`src/rtl/reset_sequencer_pkg.sv`:
```
// Shared types and constants for the staged reset sequencer.
// The state encoding and the default 50 MHz timing values live here.
package reset_sequencer_pkg;

  typedef enum logic [1:0] {
    ST_HOLD  = 2'd0,
    ST_STAGE = 2'd1,
    ST_RUN   = 2'd2
  } seq_state_t;

  localparam int HOLD_50MHZ_21MS = 1048575;
  localparam int GAP_50MHZ_20US  = 1024;
  localparam int RETRIG_W        = 8;

endpackage

```
`src/rtl/reset_sequencer_change_detect.sv`:
```
// Flags a configuration change: loader done while the data word differs from
// the value captured on the previous edge. Suppressed on the first edge after reset.
module change_detect #(
  parameter int DATA_W = 720
) (
  input  logic              clk,
  input  logic              rst,
  input  logic              done,
  input  logic [DATA_W-1:0] data,
  output logic              changed
);

  logic [DATA_W-1:0] shadow;
  logic              primed;

  always_ff @(posedge clk or posedge rst) begin
    if (rst) begin
      shadow <= '0;
      primed <= 1'b0;
    end else begin
      shadow <= data;
      primed <= 1'b1;
    end
  end

  assign changed = primed & done & (data != shadow);

endmodule

```
`src/rtl/reset_sequencer.sv`:
```
// Holds downstream blocks in reset, then releases N_STAGE reset outputs in order
// with a fixed gap; restarts on a configuration change or a forced retrigger.
module reset_sequencer
  import reset_sequencer_pkg::*;
#(
  parameter int DATA_W      = 720,
  parameter int HOLD_CYCLES = HOLD_50MHZ_21MS,
  parameter int STAGE_GAP   = GAP_50MHZ_20US,
  parameter int N_STAGE     = 3,
  parameter int CNT_W       = 20
) (
  input  logic                iCLK,
  input  logic                iRST,
  input  logic                iDONE,
  input  logic [DATA_W-1:0]   iDATA,
  input  logic                iFORCE,
  output logic [N_STAGE-1:0]  oRESET,
  output logic                oBUSY,
  output logic [RETRIG_W-1:0] oRETRIG_CNT
);

  localparam int IDX_W = (N_STAGE > 1) ? $clog2(N_STAGE) : 1;
  localparam logic [CNT_W-1:0] HOLD_LAST = CNT_W'(HOLD_CYCLES - 1);
  localparam logic [CNT_W-1:0] GAP_LAST  = CNT_W'(STAGE_GAP - 1);
  localparam logic [IDX_W-1:0] IDX_LAST  = IDX_W'(N_STAGE - 1);

  seq_state_t          state_q, state_d;
  logic [CNT_W-1:0]    cnt_q, cnt_d;
  logic [IDX_W-1:0]    idx_q, idx_d;
  logic [N_STAGE-1:0]  rel_q, rel_d;
  logic                busy_q, busy_d;
  logic [RETRIG_W-1:0] retrig_cnt_q, retrig_cnt_d;
  logic                changed;
  logic                retrig;

  change_detect #(.DATA_W(DATA_W)) u_change_detect (
    .clk     (iCLK),
    .rst     (iRST),
    .done    (iDONE),
    .data    (iDATA),
    .changed (changed)
  );

  assign retrig = changed | iFORCE;

  // NOTE: state is updated with non-blocking assignments so every register
  // samples the pre-edge values, independent of statement order.
  always_ff @(posedge iCLK or posedge iRST) begin
    if (iRST) begin
      state_q      <= ST_HOLD;
      cnt_q        <= '0;
      idx_q        <= '0;
      rel_q        <= '0;
      busy_q       <= 1'b1;
      retrig_cnt_q <= '0;
    end else begin
      state_q      <= state_d;
      cnt_q        <= cnt_d;
      idx_q        <= idx_d;
      rel_q        <= rel_d;
      busy_q       <= busy_d;
      retrig_cnt_q <= retrig_cnt_d;
    end
  end

  // NOTE: every output of this block gets a default first so no path can
  // leave one unassigned and infer a latch.
  always_comb begin
    state_d      = state_q;
    cnt_d        = cnt_q;
    idx_d        = idx_q;
    rel_d        = rel_q;
    retrig_cnt_d = retrig_cnt_q;

    if (retrig) begin
      // Retrigger takes priority over any terminal count on the same edge.
      state_d = ST_HOLD;
      cnt_d   = '0;
      idx_d   = '0;
      rel_d   = '0;
      if (retrig_cnt_q != {RETRIG_W{1'b1}}) retrig_cnt_d = retrig_cnt_q + RETRIG_W'(1);
    end else begin
      unique case (state_q)
        ST_HOLD: begin
          if (cnt_q == HOLD_LAST) begin
            rel_d[0] = 1'b1;
            cnt_d    = '0;
            idx_d    = IDX_W'(1);
            state_d  = (N_STAGE > 1) ? ST_STAGE : ST_RUN;
          end else begin
            cnt_d = cnt_q + CNT_W'(1);
          end
        end
        ST_STAGE: begin
          if (cnt_q == GAP_LAST) begin
            rel_d[idx_q] = 1'b1;
            cnt_d        = '0;
            if (idx_q == IDX_LAST) begin
              state_d = ST_RUN;
            end else begin
              idx_d = idx_q + IDX_W'(1);
            end
          end else begin
            cnt_d = cnt_q + CNT_W'(1);
          end
        end
        ST_RUN: begin
          rel_d = '1;
        end
        default: begin
          state_d = ST_HOLD;
          cnt_d   = '0;
          idx_d   = '0;
          rel_d   = '0;
        end
      endcase
    end

    busy_d = ~&rel_d;
  end

  assign oRESET      = rel_q;
  assign oBUSY       = busy_q;
  assign oRETRIG_CNT = retrig_cnt_q;

endmodule

```
`config.mk`:
```
export PLATFORM = sky130hd
export DESIGN_NAME = reset_sequencer
export DESIGN_NICKNAME = d
export VERILOG_FILES = /design/src/rtl/reset_sequencer_pkg.sv /design/src/rtl/reset_sequencer_change_detect.sv /design/src/rtl/reset_sequencer.sv
export SDC_FILE = /design/constraint.sdc
export NUM_CORES = 1
export LEC_CHECK = 0
export ABC_AREA = 1
export BUFFER_PORTS_ARGS = -buffer_cell sky130_fd_sc_hd__buf_2
export CORE_AREA = 3 3 283 285
export DETAILED_ROUTE_END_ITERATION = 7
export DIE_AREA = 0 0 286 288
export PLACE_DENSITY_LB_ADDON = 0.05
export REMOVE_ABC_BUFFERS = 1
export SKIP_LAST_GASP = 1
export SLEW_MARGIN = 10
export SYNTH_ARGS = -nofsm -noshare
export SYNTH_HDL_FRONTEND = slang
export SYNTH_SLANG_ARGS = --single-unit
```
`constraint.sdc`:
```
create_clock -name iCLK -period 21.6 [get_ports iCLK]
set_input_delay 1.08 -clock iCLK [delete_from_list [all_inputs] [get_ports iCLK]]
set_output_delay 1.08 -clock iCLK [all_outputs]
set_load 0.02 [all_outputs]
```
==> results of run 1 <==
-- per-stage QoR --
step	hold WS, ps	setup slack [ps]	setup TNS, ps	cells
after floorplan	467	-725	-547820	3110
after global placement	494	16850	0	4893
after detailed placement	498	16890	0	4893
after CTS	508	17580	0	5052
after global routing	536	17220	0	5068
final	506	17910	0	5088
-- worst max-delay path, delay by kind of cell --
kind / cells / cell delay [ps]
buf+inv: 5 / 3120
-- per-layer routing --
| layer | vias up | part of all wire (%) | track usage (%) |
|---|---|---|---|
| li1 | 11000 | - | - |
| met3 | 209 | 8.0 | 7.19 |
| met4 | 66 | 3.2 | 7.22 |
| met1 | 9551 | 39 | 22.5 |
| met5 | - | 0.52 | 0 |
| met2 | 506 | 49 | 33.2 |
-- cells by family (layout without fill, tap and decap cells) --
family	after synthesis	count (layout)	synth area share (%)
xor gates and xnor gates	550	550	15.5
adders and majority gates	6	6	0.242
and+or+nand+nor	1318	1318	16.8
other	1	37	0.0121
AOI/OAI and AO/OA	41	41	0.816
DFF	757	757	61.1
buffers and inverters	442	1339	5.44
-- flip-flops by register name, indices dropped and copies added (netlist names) --
name	count
oRETRIG_CNT	8
state_q	2
oRESET	3
idx_q	2
cnt_q	20
u_change_detect.shadow	720
oBUSY	1
u_change_detect.primed	1
-- final timing paths --
| kind | startpoint | end | slack (ps) | cells after the start |
|---|---|---|---|---|
| setup / recovery | iRST | u_change_detect.shadow[500] | 17910 | 5 |
| hold / removal | idx_q[0] | idx_q[0] | 510 | 2 |
| setup reg to reg | u_change_detect.shadow[528] | cnt_q[0] | 18780 | 13 |
| hold reg to reg | idx_q[0] | idx_q[0] | 510 | 2 |
| max in group iCLK | iDATA[528] | cnt_q[0] | 18610 | 14 |
| min in group asynchronous | iRST | u_change_detect.shadow[436] | 640 | 2 |
-- synth_stat cells, types with 2 or more instances --
library cell  count  share of area [%]
ha_1              6               0.24
nand3_1          30               0.48
xnor2_1         467                 13
nor3_1            5              0.081
a31oi_1           3              0.061
dfrtp_1         756                 61
inv_2             3              0.036
inv_1           434                5.3
nand4_1          45               0.91
buf_6             3               0.11
xor2_1           83                2.3
or2_2            12               0.24
o21ai_1          13               0.21
nand2_4           2              0.073
nor2_2            5               0.10
o21ai_0          13               0.21
nor2_1          283                3.4
nor2_4            2              0.073
o21ai_2           9               0.25
nand2_1         926                 11
nor4_1            4              0.081
-- report_power, final --
group | switching (mW) | total, mW | internal, mW
sequential | 0.0381 | 1.53 | 1.49
combinational | 0.169 | 0.323 | 0.154
clock | 0.605 | 1.55 | 0.942
total | 0.813 | 3.40 | 2.59
-- cell type report --
| type | instances | area, sq um |
|---|---|---|
| fillers | 7369 | 38500 |
| flip-flops and latches | 757 | 18900 |
| multi-input cells | 1916 | 10400 |
| repair buffers | 743 | 3750 |
| clock buffers | 119 | 2450 |
| inverters | 437 | 1650 |
| well taps | 1040 | 1300 |
| clock inverters | 40 | 599 |
| diodes | 36 | 90.1 |
==> impl_metrics.tcl, run 1 <==
set metrics [dict create \
    status "finished clean" \
    final_util_pct 50.4 \
    vdd_drop_max_v 0.0000670 \
    cts_buffers 86 \
    hold_viol_final 0 \
    syn_to_final_growth_pct 26.3 \
    routed_wl_mm 80.4 \
    design_area_sq_um 39100 \
    grt_setup_unrepaired "false" \
    post-route-min-period_ps 3690 \
    synth_cells 3115 \
    synth_area_sq_um 31000 \
    fin_skew_ps 28.3 \
    end_kind "asynchronous set/reset pin" \
    grt_pass1_vias 21600 \
    final_layout_size_suffix_gt1_share_pct 23.0 \
    cts_tree "done" \
    critical_path.cell_chain "buf_2 -> inv_8 -> buf_12 -> buf_4 -> buf_4" \
    worst_path_most_repeated_cell "buf_4" \
    num-nets-final 4671 \
    io_pins 736 \
    final_common_cell "nand2_1" \
    drt-vias-per-instance 4.19 \
    worstPathArrival_ps 4310 \
    dieWidth_um 286 \
    async_reset_ff_share_pct 100 \
    drt_iter0_markers 855 \
    setup_viol 0 \
    p_per_area_nw_per_um2 86.9 \
    first_pass_iters 4 \
    grt_max_degree 175 \
    final_cell_mix "926 x nand2_1, 756 x dfrtp_1, 735 x buf_2" \
    p_total_mw 3.40 \
    tightest_slew_ps 980 \
    start_util_pct 39.9 \
    vias 21300 \
    track_usage_pct 19.5 \
    critical_path_class "in -> async" \
    place_congestion 0.800 \
    synth_flop_cell "dfrtp_1" \
    grt_pass1_wl_mm 122 \
    cts_buffer_depth 3 \
    fmax_ghz 0.271 \
    synth_edf_count 0 \
    fin_crit_sh_pct 17.1 \
    worst-path-max-fanout 174 \
    rows 102 \
    wl_per_cell_um 15.8 \
    slew_violations 0 \
    drc 0 \
    root_buffer "clkbuf_16" \
    max_stage_delay_ps 900 \
    place_area_sq_um 36000 \
    synth-seq-cells 757 \
    cp-start-kind "primary input" \
    cts_hold_buf 0 \
    clk_pin_slew_ps 60 \
    synth.distinct_cells 32 \
    leakagePower_nw 19.5 \
    hpwl_mm 63.9 \
    grt_overflow_total 0 \
    seq_area_frac_synth_pct 61.1 \
    slowest_stage "buf_4" \
    antenna_found_initial 81 \
    cts_resized 0 \
    clkLatencyLatePin_ps 630 \
    postCtsSetupBuffers 0 \
    avgSynthCellArea_sq_um 9.95 \
    hold_path_class "reg -> reg" \
    cap_violations 0 \
    port_buffers 735 \
    yosysWarnings 0 \
    coreArea_sq_um 77600 \
    cts.htree.levels 3 \
    timing.slew.headroom_pct 34.7 \
    cts_sinks 757 \
    die_area_sq_um 82400 \
    die_height_um 288 \
    cp.required_ps 22220 \
    ant_nets 0 \
]
Note: power is estimated with default switching activity, not from simulation.
==> run 2, diff against run 1 <==
==> constraint.sdc (replaced) <==
create_clock -name iCLK -period 3.4 [get_ports iCLK]
set_input_delay 0.17 -clock iCLK [delete_from_list [all_inputs] [get_ports iCLK]]
set_output_delay 0.17 -clock iCLK [all_outputs]
set_load 0.02 [all_outputs]
==> impl_metrics.tcl, run 2 (synthesis gave the netlist of run 1 again) <==
set metrics [dict create \
    critical_path_class "reg -> reg" \
    postCtsSetupBuffers 0 \
    cts_buffer_depth 3 \
    fin_cells 5817 \
    multi_input_area_sq_um 10400 \
    root_buffer "clkbuf_16" \
    largest_register_ffs 720 \
    reg2reg_slack_ps 500 \
    cp-start-kind "flip-flop" \
    track_usage_pct 21.7 \
    vias 24300 \
    fin_skew_ps 26.8 \
    grt_pass1_vias 26000 \
    crit_start "u_change_detect.shadow[43]" \
    cts_sinks 757 \
    die_area_sq_um 82400 \
    hold-worst-slack_ps 58.7 \
    drc 0 \
    die_height_um 288 \
    vdd_drop_max_v 0.000535 \
    slew_violations 0 \
    wl_per_cell_um 15.3 \
    fmax_ghz 0.345 \
    worst_slack_ps 501 \
    status "finished clean" \
    fin_crit_sh_pct 85.3 \
    max_stage_delay_ps 370 \
    leakagePower_nw 22.5 \
    first_pass_iters 4 \
    hold_path_class "in -> reg" \
    num-nets-final 5412 \
    cts_tree "done" \
    place_congestion 0.802 \
    grt_setup_unrepaired "false" \
    seq_area_sq_um 18900 \
    cts.htree.levels 3 \
    io_pins 736 \
    start_util_pct 39.9 \
    grt_overflow_total 0 \
    final_layout_size_suffix_gt1_share_pct 19.5 \
    p_total_mw 21.7 \
    fillers 6565 \
    cp.required_ps 3930 \
    rr_worst_depth 15 \
    clkLatencyLatePin_ps 630 \
    port_buffers 735 \
    drt_iter0_markers 1013 \
    slowest_stage "dfrtp_1" \
    ant_nets 0 \
    grt_pass1_wl_mm 140 \
    setup_viol 0 \
    drt-vias-per-instance 4.18 \
    routed_wl_mm 88.7 \
    post-route-min-period_ps 2900 \
    hold_viol_final 0 \
    clk_pin_slew_ps 60 \
    r2r-start "u_change_detect.shadow[43]" \
    grt_max_degree 94 \
    end_kind "flip-flop" \
    worst-path-max-fanout 12 \
    hpwl_mm 65.7 \
    regMostFlops "u_change_detect.shadow" \
    rows 102 \
    cts_buffers 86 \
    antenna_found_initial 32 \
    coreArea_sq_um 77600 \
    pre_cts_ws_ps 265 \
    timing.slew.headroom_pct 56.7 \
    cap_violations 0 \
    syn_to_final_growth_pct 49.5 \
    p_per_area_nw_per_um2 469 \
    final_common_cell "nand2_1" \
    worstPathArrival_ps 3430 \
    worstReg2RegEnd "cnt_q[6]" \
    tightest_slew_ps 649 \
    critical_path.cell_chain "xnor2_1 -> nand3_1 -> nor2_1 -> nand2_1 -> nor2_1 -> nand2_1 -> nor2_1 -> nand2_1 -> nor2_2 -> nand3_2 -> nand2_4 -> nand2_4 -> nor2_4 -> inv_2 -> o21ai_1" \
    dieWidth_um 286 \
    tns_ps 0 \
    final_cell_mix "926 x nand2_1, 756 x dfrtp_1, 735 x buf_2" \
    cp-endpoint "cnt_q[6]" \
    place_inst 4912 \
]
==> run 2: cell types whose count changed in the layout (fill, tap and decap cells not counted), moves of 4 or more <==
cell and delta:
dlygate4sd3_1 +722, clkinv_2 -4, bufinv_16 -9, buf_12 +6, clkbuf_1 +13, buf_4 +13
diode_2 -6
==> run 2: critical path: cells and delay by family (launching register included) <==
family,cells,cell delay [ps]
xor+xnor,1,150
flops,1,370
simple gates,12,1910
compound gates,1,180
buf+inv,1,170
==> run 2: metal layers <==
| layer | routed length [um] | track usage (%) | vias to the layer above |
|---|---|---|---|
| li1 | - | - | 12400 |
| met1 | 36700 | 26.2 | 11200 |
| met2 | 44900 | 38.4 | 535 |
| met3 | 4520 | 4.59 | 159 |
| met4 | 2570 | 7.43 | 8 |
| met5 | 39 | 0 | - |
==> run 2: worst min-delay path by stage <==
| stage | start | end | slack, ps | cells after the start |
|---|---|---|---|---|
| 2_1_floorplan | iDATA[0] | u_change_detect.shadow[0] | 200 | 0 |
| 3_3_place_gp | iDATA[396] | u_change_detect.shadow[396] | 290 | 1 |
| 3_5_place_dp | iDATA[695] | u_change_detect.shadow[695] | 300 | 1 |
| 4_1_cts | iDONE | oRESET[1] | 2 | 5 |
| 5_1_grt | iDONE | oRESET[1] | 40 | 5 |
| 6_report | iDONE | oRESET[1] | 60 | 5 |
==> run 2: what timing repair did <==
| action | CTS | global route |
|---|---|---|
| endpoints found under the setup margin | 0 | 7 |
| endpoints found under the hold margin | 782 | 0 |
| resized for setup | 0 | 1 |
| hold buffers | 722 | 0 |
==> run 2: stage by stage <==
step           instance area (sq um)  util, %
5_1_grt                        46300     59.7
3_5_place_dp                   36200     46.7
4_1_cts                        46200     59.6
6_report                       46300     59.7
3_3_place_gp                   36200     46.7
2_1_floorplan                  30900        -
==> run 2: report_power, final <==
part           total (mW)  switching (mW)  leakage (nW)  internal [mW]
clock network        9.14            3.75          1.37           5.40
registers            9.73           0.246          8.89           9.49
logic                2.84            1.30          12.2           1.55
total                21.7            5.29          22.5           16.4
==> run 2: final cells by class <==
class,count,share of cell area [%]
sequential,757,40.9
tap,1040,2.81
antenna,30,0.162
inverter,437,3.56
clock buffer,134,5.49
multi-input combinational,1916,22.4
timing repair buffer,1484,24.2
clock inverter,19,0.540
